`src/rtl/wb_pkg.sv`:
```
// Shared types and helpers for the register-file write-back arbiter.
package wb_pkg;

   localparam int XLEN       = 32;
   localparam int REG_ADDR_W = 5;
   localparam int NUM_REGS   = 1 << REG_ADDR_W;

   typedef struct packed {
      logic [REG_ADDR_W-1:0] addr;
      logic [XLEN-1:0]       data;
   } wb_entry_t;

   function automatic logic [NUM_REGS-1:0] reg_onehot(input logic [REG_ADDR_W-1:0] addr);
      logic [NUM_REGS-1:0] v;
      v       = '0;
      v[addr] = 1'b1;
      return v;
   endfunction

endpackage

```
`src/rtl/wb_fifo.sv`:
```
// Synchronous FIFO of write-back entries; exposes per-entry valid bits and
// destination addresses so the top level can build the pending-write mask.
module wb_fifo
   import wb_pkg::*;
#(
   parameter int FIFO_DEPTH = 4
) (
   input  logic                                   i_clk,
   input  logic                                   i_reset,
   input  logic                                   i_push,
   input  wb_entry_t                              i_push_entry,
   input  logic                                   i_pop,
   output logic                                   o_full,
   output logic                                   o_empty,
   output logic [$clog2(FIFO_DEPTH):0]            o_count,
   output wb_entry_t                              o_head,
   output logic [FIFO_DEPTH-1:0]                  o_entry_valid,
   output logic [FIFO_DEPTH-1:0][REG_ADDR_W-1:0]  o_entry_addr
);

   localparam int AW = $clog2(FIFO_DEPTH);
   localparam logic [AW:0] PTR_ONE = 1;

   wb_entry_t             r_mem [FIFO_DEPTH];
   logic [AW:0]           r_wr_ptr;
   logic [AW:0]           r_rd_ptr;
   logic [FIFO_DEPTH-1:0] r_valid;
   logic [AW-1:0]         w_wr_idx;
   logic [AW-1:0]         w_rd_idx;
   logic                  w_push_ok;
   logic                  w_pop_ok;
   logic [FIFO_DEPTH-1:0] w_set;
   logic [FIFO_DEPTH-1:0] w_clr;

   // Extra MSB on the pointers separates full (MSBs differ) from empty.
   assign w_wr_idx  = r_wr_ptr[AW-1:0];
   assign w_rd_idx  = r_rd_ptr[AW-1:0];
   assign o_empty   = (r_wr_ptr == r_rd_ptr);
   assign o_full    = (r_wr_ptr[AW] != r_rd_ptr[AW]) && (w_wr_idx == w_rd_idx);
   assign o_count   = r_wr_ptr - r_rd_ptr;
   assign o_head    = r_mem[w_rd_idx];
   assign w_pop_ok  = i_pop && !o_empty;
   assign w_push_ok = i_push && (!o_full || w_pop_ok);
   assign w_set     = {{(FIFO_DEPTH-1){1'b0}}, w_push_ok} << w_wr_idx;
   assign w_clr     = {{(FIFO_DEPTH-1){1'b0}}, w_pop_ok} << w_rd_idx;
   assign o_entry_valid = r_valid;

   always_ff @(posedge i_clk) begin
      if (!i_reset) begin
         r_wr_ptr <= '0;
         r_rd_ptr <= '0;
         r_valid  <= '0;
      end else begin
         if (w_pop_ok)  r_rd_ptr <= r_rd_ptr + PTR_ONE;
         if (w_push_ok) r_wr_ptr <= r_wr_ptr + PTR_ONE;
         // Clear before set: a full-FIFO push/pop hits the same slot.
         r_valid <= (r_valid & ~w_clr) | w_set;
      end
   end

   always_ff @(posedge i_clk) begin
      if (w_push_ok) r_mem[w_wr_idx] <= i_push_entry;
   end

   for (genvar gi = 0; gi < FIFO_DEPTH; gi++) begin : g_addr
      assign o_entry_addr[gi] = r_mem[gi].addr;
   end

endmodule

```
`src/rtl/regfile_wb_arbiter.sv`:
```
// Serializes ALU and buffered LSU results onto the single register-file write port.
// Optional macro WB_BYPASS_EN lets an LSU result skip an empty FIFO when the ALU is idle.
module regfile_wb_arbiter
   import wb_pkg::*;
#(
   parameter int FIFO_DEPTH = 4
) (
   input  logic                        i_clk,
   input  logic                        i_reset,
   input  logic                        i_alu_valid,
   output logic                        o_alu_ready,
   input  logic [REG_ADDR_W-1:0]       i_alu_rd_addr,
   input  logic [XLEN-1:0]             i_alu_rd_data,
   input  logic                        i_lsu_valid,
   output logic                        o_lsu_ready,
   input  logic [REG_ADDR_W-1:0]       i_lsu_rd_addr,
   input  logic [XLEN-1:0]             i_lsu_rd_data,
   output logic [REG_ADDR_W-1:0]       o_rd_addr,
   output logic [XLEN-1:0]             o_rd_data,
   output logic                        o_rd_wren,
   output logic [NUM_REGS-1:0]         o_busy_mask,
   output logic [$clog2(FIFO_DEPTH):0] o_lsu_count
);

   logic                                  w_full;
   logic                                  w_empty;
   logic                                  w_pop;
   logic                                  w_push;
   logic                                  w_alu_wr;
   logic                                  w_lsu_fire;
   logic                                  w_lsu_nz;
   logic                                  w_bypass;
   wb_entry_t                             w_head;
   wb_entry_t                             w_lsu_entry;
   logic [FIFO_DEPTH-1:0]                 w_entry_valid;
   logic [FIFO_DEPTH-1:0][REG_ADDR_W-1:0] w_entry_addr;
   logic [FIFO_DEPTH-1:0][NUM_REGS-1:0]   w_entry_busy;
   logic [NUM_REGS-1:0]                   w_busy;
   logic                                  r_rd_wren;
   logic [REG_ADDR_W-1:0]                 r_rd_addr;
   logic [XLEN-1:0]                       r_rd_data;

   // ALU wins unless the FIFO is full (starvation guard) or the ALU is idle.
   assign w_pop       = !w_empty && (w_full || !i_alu_valid);
   assign o_alu_ready = i_reset && !w_full;
   assign o_lsu_ready = i_reset && (!w_full || w_pop);
   assign w_alu_wr    = i_alu_valid && o_alu_ready && (i_alu_rd_addr != '0);
   assign w_lsu_fire  = i_lsu_valid && o_lsu_ready;
   assign w_lsu_nz    = (i_lsu_rd_addr != '0);
   assign w_lsu_entry = '{addr: i_lsu_rd_addr, data: i_lsu_rd_data};

`ifdef WB_BYPASS_EN
   assign w_bypass = w_lsu_fire && w_lsu_nz && w_empty && !i_alu_valid;
`else
   assign w_bypass = 1'b0;
`endif

   assign w_push = w_lsu_fire && w_lsu_nz && !w_bypass;

   wb_fifo #(
      .FIFO_DEPTH(FIFO_DEPTH)
   ) u_fifo (
      .i_clk         (i_clk),
      .i_reset       (i_reset),
      .i_push        (w_push),
      .i_push_entry  (w_lsu_entry),
      .i_pop         (w_pop),
      .o_full        (w_full),
      .o_empty       (w_empty),
      .o_count       (o_lsu_count),
      .o_head        (w_head),
      .o_entry_valid (w_entry_valid),
      .o_entry_addr  (w_entry_addr)
   );

   // Pop, ALU write and bypass are mutually exclusive by construction.
   always_ff @(posedge i_clk) begin
      if (!i_reset) begin
         r_rd_wren <= 1'b0;
         r_rd_addr <= '0;
         r_rd_data <= '0;
      end else if (w_pop) begin
         r_rd_wren <= 1'b1;
         r_rd_addr <= w_head.addr;
         r_rd_data <= w_head.data;
      end else if (w_alu_wr) begin
         r_rd_wren <= 1'b1;
         r_rd_addr <= i_alu_rd_addr;
         r_rd_data <= i_alu_rd_data;
      end else if (w_bypass) begin
         r_rd_wren <= 1'b1;
         r_rd_addr <= i_lsu_rd_addr;
         r_rd_data <= i_lsu_rd_data;
      end else begin
         r_rd_wren <= 1'b0;
      end
   end

   for (genvar gi = 0; gi < FIFO_DEPTH; gi++) begin : g_busy
      assign w_entry_busy[gi] = w_entry_valid[gi] ? reg_onehot(w_entry_addr[gi]) : '0;
   end

   always_comb begin
      w_busy = r_rd_wren ? reg_onehot(r_rd_addr) : '0;
      for (int i = 0; i < FIFO_DEPTH; i++) begin
         w_busy = w_busy | w_entry_busy[i];
      end
   end

   assign o_busy_mask = {w_busy[NUM_REGS-1:1], 1'b0};
   assign o_rd_wren   = r_rd_wren;
   assign o_rd_addr   = r_rd_addr;
   assign o_rd_data   = r_rd_data;

endmodule

```
`config.mk`:
```
export PLATFORM = sky130hd
export DESIGN_NAME = regfile_wb_arbiter
export DESIGN_NICKNAME = d
export VERILOG_FILES = /design/src/rtl/wb_pkg.sv /design/src/rtl/wb_fifo.sv /design/src/rtl/regfile_wb_arbiter.sv
export SDC_FILE = /design/constraint.sdc
export NUM_CORES = 1
export LEC_CHECK = 0
export ABC_AREA = 1
export BUFFER_PORTS_ARGS = -buffer_cell sky130_fd_sc_hd__buf_2
export CAP_MARGIN = 20
export CORE_MARGIN = 2
export CORE_UTILIZATION = 35
export CTS_CLUSTER_DIAMETER = 200
export DETAILED_ROUTE_END_ITERATION = 8
export GPL_TIMING_DRIVEN = 0
export PLACE_DENSITY = 0.52
export SYNTH_ARGS = -nofsm -noshare
export SYNTH_HDL_FRONTEND = slang
export SYNTH_SLANG_ARGS = --single-unit
```
`constraint.sdc`:
```
create_clock -name i_clk -period 8.1 [get_ports i_clk]
set_input_delay 1.215 -clock i_clk [delete_from_list [all_inputs] [get_ports i_clk]]
set_output_delay 1.215 -clock i_clk [all_outputs]
set_load 0.03 [all_outputs]
```
==> results list <==
- Initial DRT Pass Iterations: 5
- Type of destination of the critical path: output port
- Clock skew on the completed layout was measured at 0.0124 ns.
- Data on the critical path arrives at its endpoint at 2.28 ns.
- In the synthesized netlist the dominant register cell turns out to be sky130_fd_sc_hd__edfxtp_1.
- On the worst path, the slowest cell contributes a delay of 0.67 ns.
- DIE AREA: 30,800 um^2
* Global-route total usage across every layer: 20.7%
- Summing the areas of all and, or, nand and nor instances in the mapped netlist gives 30.5% of the synthesized area.
- Clk sinks: 198
* Number of buffer cells added on primary ports: 151
- Yosys reg bits: 198
- Ratio of cells with drive above 1 in the final layout: 16.6%
- Root cell of the clock tree: sky130_fd_sc_hd__clkbuf_16
* Global-route wire length before repair: 48,200 um
* Ratio of final minimum period to clock period: 43.1%
- Switching component of the power: 0.00105 W
* Sequential cell area fraction in the yosys report: 52.9%
- Adding up every negative setup slack in the final design gives 0 ns.
- Across all layers, the routed design uses 9,012 vias.
- In the post-synthesis netlist, the biggest area contributors are sky130_fd_sc_hd__edfxtp_1 43%, sky130_fd_sc_hd__nand2_1 13%, sky130_fd_sc_hd__nand3_1 9.9%.
- Worst-skew pair later-pin latency: 0.44 ns
- Reg-to-reg endpoint: o_rd_data[4]
- Slack of the worst reg-to-reg path: 5.67 ns
* Transition time of the tightest slew-check pin: 0.846 ns
* Most common cell in the netlist: sky130_fd_sc_hd__nand2_1
- Worst vdd rail ir drop: 143 uV
- In the synthesized netlist, mux cells make up 0% of the area.
* Hold_ws: 0.527 ns
* Total DRC errors in the routed layout: 0
- The commonest cells after synthesis are 364 x sky130_fd_sc_hd__nand2_1, 228 x sky130_fd_sc_hd__inv_1, 203 x sky130_fd_sc_hd__nand3_1, 148 x sky130_fd_sc_hd__edfxtp_1, 128 x sky130_fd_sc_hd__nor2_1.
* Hold Path Stages: 2
* Worst hold path class: flop to flop
* Dominant combinational cell family by area after synthesis: simple AND/OR/NAND/NOR gates
* Critical path launch point type: flop
- The setup path with the least slack is of type flop to output port.
- Of the total synthesized cell area, the portion taken by full adders, half adders and majority gates is 1.29%.
* Critical path depth: 6
* DRT antenna net count: 0
- Combinational cells account for 27.5% of the total power.
- Power share of the clock group: 31.0%
- Clock tree synthesis inserted a total of 17 buffers.
- Distinct cell type count of the synthesized netlist: 29
* Seq pwr share: 41.5%
- The final hold violation count was 0.
* RSZ-0062 raised after global routing: no
* Largest net degree at the start of global routing: 28
* Async S/R FF share, synth: 0%
- Critical Path, Cell by Cell: inv_1, nor3_1, buf_4, nand2_1, nand3_1, buf_2
- Ports placed on the boundary: 153
- In this run the vertical extent of the chip is 176 um.
- Number of synthesized flops with an enable pin: 148
- Of the total synthesized cell area, the portion taken by XOR and XNOR cells is 0.0850%.
- Yosys warning count: 0
* Final Wtd Congestion: 0.885
- After clock tree synthesis, the setup repair step added 0 buffers.
* Vias per cell: 4.78
* Final setup violating endpoints: 0
* Final worst path period need: 3.49 ns
- No sink is reached through more buffers than the 2 on the longest clock path.
* Worst-case reg-to-reg path depth: 12
* Clock-pin slew on the worst setup and hold paths: 0.08 ns
- Cell with the largest stage delay on the worst path: sky130_fd_sc_hd__nor3_1
- A synthesized cell averages 7.87 um^2.
* Layout Nets: 1,577
- Overall die width: 176 um
- The core region is 28,900 um^2.
* Number of levels in the clock H-tree: 4
- Internal power summed over all cells: 0.00182 W
- Gates resized during post-CTS repair numbered 0.
- Total global routing overflow: 0
- Counting every net in the synthesized netlist gives 1,396.
* Effective utilization at floorplan: 35.7%
- Buffers inserted to repair hold after CTS numbered 0.
- Detailed placement HPWL: 23,700 um
- Run status: finished clean
- Number of max-cap violations: 0
- The worst pin sits at a relative slew slack of 43.2%.
* Endpoint with the worst hold slack: u_fifo.o_entry_valid[1]
* Detailed-route wire length per cell: 17.0 um
- The synthesized netlist occupies a cell area of 10,300 um^2.
* Number of antenna violations at the first check in global routing: 4
- Leakage component of the power: 5.95 nW
* Kind of cell adding the most delay to the critical path: simple AND/OR/NAND/NOR gates
* Cell type with the highest aggregate area in the netlist: sky130_fd_sc_hd__edfxtp_1
* Count of pins over their slew limit: 0
- Via count of the first global-routing pass: 8,287
- Clock tree from TritonCTS: built
- Data required, critical path: 6.88 ns
- In this run switching power makes up 36.6% of total power.
* Maximum fanout along the worst path: 5
- Detailed-route wire length: 32,000 um
- Gate Count Post-Synth: 1,308
- The detailed router finished its first iteration with 891 violations.
- In this run the power density over the cells is 233 nW/um^2.
* Upper clock frequency limit: 286 MHz
* Fraction of synthesized cell area taken by the top area cell type: 43.1%
- Together, buffers and inverters on the worst path number 3.
- Relative to the synthesized area, the layout overhead comes to 19.8%.
* Compound-gate portion of the synthesized area: 3.74%
- Startpoint of the worst register-to-register path: u_fifo.r_rd_ptr[1]
* Hold Crit Start: u_fifo.o_entry_valid[1]
- The floorplan has 62 rows.
worst register-to-register path, stage by stage (launching register included):
cell,delay (ns)
sky130_fd_sc_hd__dfxtp_1,0.48
sky130_fd_sc_hd__inv_1,0.13
sky130_fd_sc_hd__ha_1,0.32
sky130_fd_sc_hd__nand2_1,0.08
sky130_fd_sc_hd__inv_2,0.05
sky130_fd_sc_hd__nor2_1,0.24
sky130_fd_sc_hd__inv_2,0.09
sky130_fd_sc_hd__buf_2,0.21
sky130_fd_sc_hd__buf_4,0.20
sky130_fd_sc_hd__nand3_1,0.09
sky130_fd_sc_hd__nand2_1,0.11
sky130_fd_sc_hd__nor2_1,0.26
sky130_fd_sc_hd__nor2_1,0.07
metrics by stage:
| step | setup WS [ns] | std cells | total power (W) | utilization [%] | area, um^2 |
|---|---|---|---|---|---|
| CTS | 4.63 | 1886 | 0.00289 | 42.7 | 12300 |
| global placement | 2.71 | 1843 | 0.00200 | 40.0 | 11500 |
| global route | 4.46 | 1886 | 0.00302 | 42.7 | 12300 |
| detailed placement | 4.80 | 1854 | 0.00200 | 40.6 | 11700 |
| finish | 4.61 | 1887 | 0.00287 | 42.7 | 12300 |
| floorplan | 4.45 | 1308 | 0.00173 | - | 10300 |
layer usage:
layer  vias up  share of wire [%]  global-route usage (%)
met2       317                 46                    33.0
met1      4123                 46                    28.6
met3        37                6.1                    3.83
li1       4529                  -                       -
met4         6                2.1                    6.37
met5         -               0.12                       0
worst max-delay path by stage:
| stage | startpoint | to | slack [ns] |
|---|---|---|---|
| after global routing | u_fifo.r_mem[1][32] | o_busy_mask[23] | 4.46 |
| after CTS | u_fifo.r_mem[1][32] | o_busy_mask[15] | 4.63 |
| after global placement | i_lsu_rd_addr[1] | u_fifo.r_mem[1][28] | 2.71 |
| after floorplan | i_reset | u_fifo.r_mem[3][0] | 4.45 |
| after detailed placement | i_reset | u_fifo.r_mem[2][1] | 4.80 |
| final | u_fifo.o_entry_valid[0] | o_busy_mask[30] | 4.61 |
placed cells by master, fill, tap and decap left out, types with 5 or more instances in the layout:
cell type and count:
sky130_fd_sc_hd__buf_4 17, sky130_fd_sc_hd__o21ai_0 9, sky130_fd_sc_hd__nor2_4 5, sky130_fd_sc_hd__buf_1 6
sky130_fd_sc_hd__nand4_1 16, sky130_fd_sc_hd__nor2_1 124, sky130_fd_sc_hd__ha_1 9, sky130_fd_sc_hd__o2111ai_1 5
sky130_fd_sc_hd__nand3_1 203, sky130_fd_sc_hd__buf_2 183, sky130_fd_sc_hd__clkbuf_16 17, sky130_fd_sc_hd__inv_1 228
sky130_fd_sc_hd__edfxtp_1 148, sky130_fd_sc_hd__clkbuf_1 7, sky130_fd_sc_hd__dfxtp_1 50, sky130_fd_sc_hd__nor3_1 22
sky130_fd_sc_hd__a21oi_1 45, sky130_fd_sc_hd__nand2_1 364
power by group through the flow:
stage / Clock (W) / Combinational, W / Sequential [W]
after CTS: 0.000909 / 0.000792 / 0.00119
after detailed placement: 0 / 0.000788 / 0.00121
after global placement: 0 / 0.000780 / 0.00122
after global routing: 0.000952 / 0.000871 / 0.00120
final: 0.000889 / 0.000790 / 0.00119
after floorplan: 0 / 0.000447 / 0.00128
cells by family (layout without fill, tap and decap cells):
family                     Yosys count  after routing
DFF                                198            198
other                                1              2
and+or+nand+nor                    741            741
AOI/OAI and AO/OA                   68             68
buffers and inverters              289            483
adders and majority gates           10             10
xor gates and xnor gates             1              1
state kept, by name (all words and copies together), names as in the netlist, named ones only:
name and cells:
u_fifo.o_entry_valid 4, o_rd_data 32, u_fifo.r_wr_ptr 3, u_fifo.r_rd_ptr 3, o_rd_addr 5, o_rd_wren 1, u_fifo.r_mem 148
layout make-up:
class	instances	area [um^2]
Fill cell	2971	16500
Sequential cell	198	5450
Multi-Input combinational cell	821	3700
Timing Repair Buffer	162	893
Inverter	231	867
Tap cell	384	480
Clock buffer	17	425
Buffer	58	320
Clock inverter	15	203
Antenna cell	1	2.50
(Power assumes the default switching activity.)
